===== src/rtl/rs_frame_sched.sv =====
// rs_frame_sched: frame scheduler for an RS(N,K) encoder/decoder pair.
// After reset it counts out decoder initialisation, then on start runs one
// codeword: message-ROM address and encoder enables, decoder enable one
// cycle behind, decoder output position tracking, frame end or timeout.
// Optional feature macro: ERR_COUNT_EN (per-frame nonzero dec_error count).
// Ports:
//   clk          in   rising-edge clock
//   clr          in   asynchronous reset, active-high
//   start        in   frame request pulse, honoured only while ready
//   dec_valid    in   decoder output-valid strobe
//   dec_error    in   [7:0] decoded error symbol (ERR_COUNT_EN only)
//   ready        out  idle, init complete, no frame in flight
//   busy         out  frame in flight (encode or wait-for-decoder)
//   enc_ena      out  encoder clock enable
//   data_present out  encoder input-latch enable (message symbols)
//   address      out  [7:0] message ROM address / encoder symbol index
//   dec_ena      out  decoder clock enable
//   position     out  [7:0] index of current decoder output symbol
//   done         out  one-cycle frame-end pulse
//   timeout      out  sticky: last frame ended by timeout
//   err_cnt      out  [7:0] nonzero dec_error count of the current frame
module rs_frame_sched #(
    parameter int N         = 255,
    parameter int K         = 239,
    parameter int INIT_WAIT = 256,
    parameter int TIMEOUT   = 1024
) (
    input  logic       clk,
    input  logic       clr,
    input  logic       start,
    input  logic       dec_valid,
    input  logic [7:0] dec_error,
    output logic       ready,
    output logic       busy,
    output logic       enc_ena,
    output logic       data_present,
    output logic [7:0] address,
    output logic       dec_ena,
    output logic [7:0] position,
    output logic       done,
    output logic       timeout,
    output logic [7:0] err_cnt
);

    typedef enum logic [1:0] {
        S_INIT = 2'd0,
        S_IDLE = 2'd1,
        S_ENC  = 2'd2,
        S_WAIT = 2'd3
    } state_t;

    localparam int IW = (INIT_WAIT > 1) ? $clog2(INIT_WAIT) : 1;
    localparam int TW = (TIMEOUT > 1) ? $clog2(TIMEOUT) : 1;
    localparam logic [IW-1:0] INIT_LAST = IW'(INIT_WAIT - 1);
    localparam logic [TW-1:0] TO_LAST   = TW'(TIMEOUT - 1);
    localparam logic [7:0]    LAST_SYM  = 8'(N - 1);
    localparam logic [7:0]    MSG_LEN   = 8'(K);

    state_t        state_q, state_d;
    logic [IW-1:0] init_q, init_d;
    logic [TW-1:0] tcnt_q, tcnt_d;
    logic [7:0]    addr_q, addr_d;
    logic [7:0]    pos_q, pos_d;
    logic          dec_ena_q, dec_ena_d;
    logic          done_q, done_d;
    logic          to_q, to_d;
    logic          end_q, end_d;
    logic          start_ok;
    logic          end_now;

    // ready drops for the done cycle so a start there is not taken
    assign ready        = (state_q == S_IDLE) && !done_q;
    assign busy         = (state_q == S_ENC) || (state_q == S_WAIT);
    assign enc_ena      = (state_q == S_ENC);
    assign data_present = enc_ena && (addr_q < MSG_LEN);
    assign address      = addr_q;
    assign dec_ena      = dec_ena_q;
    assign position     = pos_q;
    assign done         = done_q;
    assign timeout      = to_q;

    assign start_ok = ready && start;
    assign end_now  = dec_valid && (pos_q == LAST_SYM);

    always_comb begin
        state_d   = state_q;
        init_d    = init_q;
        tcnt_d    = tcnt_q;
        addr_d    = addr_q;
        pos_d     = pos_q;
        dec_ena_d = enc_ena;
        done_d    = 1'b0;
        to_d      = to_q;
        end_d     = end_q;

        if (state_q != S_INIT) begin
            pos_d = dec_valid ? pos_q + 8'd1 : 8'd0;
        end

        unique case (state_q)
            S_INIT: begin
                if (init_q == INIT_LAST) begin
                    state_d = S_IDLE;
                end else begin
                    init_d = init_q + 1'b1;
                end
            end
            S_IDLE: begin
                if (start_ok) begin
                    state_d = S_ENC;
                    addr_d  = 8'd0;
                    to_d    = 1'b0;
                    end_d   = 1'b0;
                end
            end
            S_ENC: begin
                if (addr_q == LAST_SYM) begin
                    addr_d = 8'd0;
                    // an end seen while encoding finishes the frame here
                    if (end_q || end_now) begin
                        state_d = S_IDLE;
                        done_d  = 1'b1;
                    end else begin
                        state_d = S_WAIT;
                        tcnt_d  = '0;
                    end
                end else begin
                    addr_d = addr_q + 8'd1;
                    if (end_now) begin
                        end_d = 1'b1;
                    end
                end
            end
            S_WAIT: begin
                if (end_now) begin
                    state_d = S_IDLE;
                    done_d  = 1'b1;
                end else if (tcnt_q == TO_LAST) begin
                    state_d = S_IDLE;
                    done_d  = 1'b1;
                    to_d    = 1'b1;
                end else begin
                    tcnt_d = dec_valid ? '0 : tcnt_q + 1'b1;
                end
            end
        endcase
    end

    always_ff @(posedge clk or posedge clr) begin
        if (clr) begin
            state_q   <= S_INIT;
            init_q    <= '0;
            tcnt_q    <= '0;
            addr_q    <= 8'd0;
            pos_q     <= 8'd0;
            dec_ena_q <= 1'b0;
            done_q    <= 1'b0;
            to_q      <= 1'b0;
            end_q     <= 1'b0;
        end else begin
            state_q   <= state_d;
            init_q    <= init_d;
            tcnt_q    <= tcnt_d;
            addr_q    <= addr_d;
            pos_q     <= pos_d;
            dec_ena_q <= dec_ena_d;
            done_q    <= done_d;
            to_q      <= to_d;
            end_q     <= end_d;
        end
    end

`ifdef ERR_COUNT_EN
    logic [7:0] err_q, err_d;

    always_comb begin
        err_d = err_q;
        if (start_ok) begin
            err_d = 8'd0;
        end else if (busy && dec_valid && (dec_error != 8'd0)
                     && (err_q != 8'hFF)) begin
            err_d = err_q + 8'd1;
        end
    end

    always_ff @(posedge clk or posedge clr) begin
        if (clr) begin
            err_q <= 8'd0;
        end else begin
            err_q <= err_d;
        end
    end

    assign err_cnt = err_q;
`else
    logic unused_dec_error;
    assign unused_dec_error = ^dec_error;
    assign err_cnt = 8'd0;
`endif

endmodule


===== config.mk =====
export PLATFORM = sky130hd
export DESIGN_NAME = rs_frame_sched
export DESIGN_NICKNAME = d
export VERILOG_FILES = /design/src/rtl/rs_frame_sched.sv
export SDC_FILE = /design/constraint.sdc
export NUM_CORES = 1
export LEC_CHECK = 0
export ABC_AREA = 1
export ABC_CLOCK_PERIOD_IN_PS = 3900
export CORE_ASPECT_RATIO = 0.7
export CORE_MARGIN = 4
export CORE_UTILIZATION = 58
export DETAILED_ROUTE_END_ITERATION = 8
export PLACE_DENSITY_LB_ADDON = 0.12
export RECOVER_POWER = 50
export SLEW_MARGIN = 20
export SYNTH_ARGS = -nofsm -noshare
export SYNTH_HDL_FRONTEND = slang
export SYNTH_SLANG_ARGS = --single-unit

===== constraint.sdc =====
create_clock -name clk -period 3.9 [get_ports clk]
set_input_delay 1.17 -clock clk [delete_from_list [all_inputs] [get_ports clk]]
set_output_delay 1.17 -clock clk [all_outputs]
set_load 0.02 [all_outputs]

==> results of run 1 <==
Yosys cell counts (all sizes together) (2+ instances only):
cell / number
nor3: 5
nand3: 25
nand2: 109
dfrtp: 40
ha: 10
xor2: 5
buf: 10
a21oi: 12
o21ai: 15
nor2: 47
nand4: 2
inv: 39
xnor2: 4
o21bai: 2
power by group through the flow:
| stage | Combinational [µW] | Sequential (µW) | Clock, µW |
|---|---|---|---|
| 2_1_floorplan | 21.3 | 426 | 0 |
| 3_3_place_gp | 26.3 | 425 | 0 |
| 3_5_place_dp | 26.4 | 425 | 0 |
| 4_1_cts | 26.4 | 417 | 477 |
| 5_1_grt | 28.9 | 417 | 498 |
| 6_report | 25.4 | 417 | 471 |
stage by stage:
stage | hold WS (ns) | instance area [µm²] | utilization (%) | worst slack, ns | cells
finish | 0.4946 | 3004 | 73.47 | 0.5695 | 417
CTS | 0.4965 | 3010 | 73.62 | 0.5738 | 417
global placement | 0.4840 | 2851 | 69.74 | 0.9057 | 409
detailed placement | 0.4818 | 2851 | 69.74 | 0.9179 | 409
floorplan | 0.4623 | 2594 | - | 1.270 | 339
global route | 0.5327 | 3004 | 73.47 | 0.4856 | 417
cells in the final DEF, fill, tap and decap left out, drive strengths merged, types with 2 or more instances in the layout:
cell type,n
nand2,109
nor2,47
dfrtp,40
inv,39
nand3,25
clkdlybuf4s50,24
o21ai,15
a21oi,12
ha,10
conb,8
clkbuf,6
xor2,5
nor3,5
xnor2,4
bufinv,3
nand4,2
dlygate4sd3,2
o21bai,2
registers in the layout (all words and copies together), names as in the netlist:
signal,cells
tcnt_q,10
address,8
init_q,8
position,8
state_q,2
dec_ena,1
done,1
end_q,1
timeout,1
final cells by class:
class,instances,area [µm²],area share [%]
repair buffers,28,271.5,9.038
clock inverters,3,90.09,2.999
inverters,40,150.1,4.998
well taps,52,65.06,2.166
clock buffers,5,68.82,2.291
multi-input cells,249,1358,45.19
flip-flops and latches,40,1001,33.32
worst max-delay path, stage by stage, from the launching register on:
cell and delay, ns:
dfrtp_1 0.44, ha_1 0.24, nand2_1 0.11, inv_1 0.05, or2_2 0.28, a21oi_1 0.12
clkdlybuf4s50_1 0.62
per-layer routing:
layer / GRT usage [%] / vias to the layer above
met3: 5.078 / 8
li1: - / 1084
met1: 30.64 / 997
met2: 28.01 / 62
met5: 0 / -
met4: 5.939 / 0
logic make-up after synthesis:
group,after synthesis,share of synthesized area [%]
XOR/XNOR,9,3.070
AO/OA/AOI/OAI,31,7.310
buffers and inverters,50,9.065
adder cells (fa/ha/maj),10,4.873
other,1,0.1461
flip-flops,40,38.99
AND/OR/NAND/NOR,191,36.55
path summary, 6_finish.rpt:
check / start / to / slack [ns] / cells past startpoint
max: address[1]$_DFFE_PP0P_ / data_present / 0.57 / 6
min: init_q[2]$_DFFE_PP0N_ / init_q[2]$_DFFE_PP0N_ / 0.49 / 1
max reg2reg: state_q[0]$_DFFE_PP0P_ / tcnt_q[2]$_DFFE_PP0P_ / 1.76 / 8
min reg2reg: init_q[2]$_DFFE_PP0N_ / init_q[2]$_DFFE_PP0N_ / 0.49 / 1
max in group asynchronous: clr / init_q[6]$_DFFE_PP0N_ / 2.12 / 3
min in group asynchronous: clr / dec_ena$_DFF_PP0_ / 1.43 / 3
==> run summary, run 1 <==
Synth Instances = 332
GR Util All Layers = 20.22%
Comb pwr share = 2.8%
hold_buf cts = 0
initial DRC count = 162
clock root cell = clkbuf_8
Tcrit/Tclk final = 85.40%
final hold violations = 0
Flop pwr share = 45.6%
post-synth top area share = 38.99%
Internal = 741.1 µW
Final TNS setup = 0 ns
setup bufs post-CTS = 0
number of global-route vias before repair = 1912
synthesized flop and latch total = 40
First-pass DRT Iterations = 4
Area growth syn-to-layout = 17.01%
Clk pwr share = 51.6%
hpwl dp = 3919 µm
starting density of the core = 62.79%
status = complete, no violations
Setup Viol. Count Final = 0
Clock Skew = 0.007145 ns
DIE WIDTH = 87.52 µm
gpl congestion = 0.8005
Diodes inserted = 0
crit path max fanout = 5
Seq/Total Area, Yosys = 38.99%
worst min-delay path category = register to register
CP required = 2.73 ns
layout cells sized above 1 = 14.52%
H-tree levels = 2
Met2 Wirelength = 2175 µm
WS Path Type = register to output pin
Pwr Total = 913.0 µW
Avg WL per Cell = 12.58 µm
row count = 19
Syn Area/Cell = 7.733 µm²
mapped cell area = 2567 µm²
Top FF cell, synth = dfrtp_1
I/O pin cnt = 43
worst-skew pair later-pin latency = 0.30 ns
largest net degree at the start of global routing = 41
Peak Freq = 300.3 MHz
Lkg Pwr = 0.001475 µW
DRT antenna net count = 0
Synth Warn # = 0
clock-pin slew on the worst setup and hold paths = 0.08 ns
via count = 2151
Max IR drop VDD = 0.2787 mV
DIE HEIGHT = 63.67 µm
clk sinks = 40
Nets = 386
Core Area = 4089 µm²
Tmin final = 3.331 ns
filler cell count = 338
remaining global-route overflow = 0
TritonCTS clock tree = built
final-report max-slew violation count = 0
PortBufs = 26
wl on met1 = 2644 µm
max_cap viols = 0
sw power = 171.9 µW
antenna violations before repair = 0
RSZ-0062 raised after global routing = false
largest area contributor in the netlist = dfrtp_1
number of synthesized flops with an enable pin = 0
top cells by area, synth = dfrtp_1 (39%), nand2_1 (13%), nor2_1 (5.8%), ha_1 (4.9%), nand3_2 (4.7%)
Setup crit start kind = register
Vias per Instance = 5.158
Yosys cell types = 31
PD cells = 303.9 nW/µm²
asr flop ratio synth = 100.0%
Routed WL = 5244 µm
CTS buffer count = 5
met3 WL = 356 µm
Critical Path AT = 2.16 ns
first-pass GRT wire length = 8859 µm
DRC Markers = 0
DR top layer = met4
Sw Share = 18.83%
Die ar. = 5572 µm²
# resized after CTS = 0
clock buffer depth = 2
CP Capture Type = output pin
(Power assumes the default switching activity.)
==> run 2: changes to the inputs <==
--- a/config.mk
+++ b/config.mk
@@ -11,6 +11,7 @@
 export CORE_MARGIN = 4
 export CORE_UTILIZATION = 58
 export DETAILED_ROUTE_END_ITERATION = 8
+export GPL_ROUTABILITY_DRIVEN = 0
 export PLACE_DENSITY_LB_ADDON = 0.12
 export RECOVER_POWER = 50
 export SLEW_MARGIN = 20
==> results of run 2 <==
The final DEF is identical to that of run 1; final timing and power are the same.
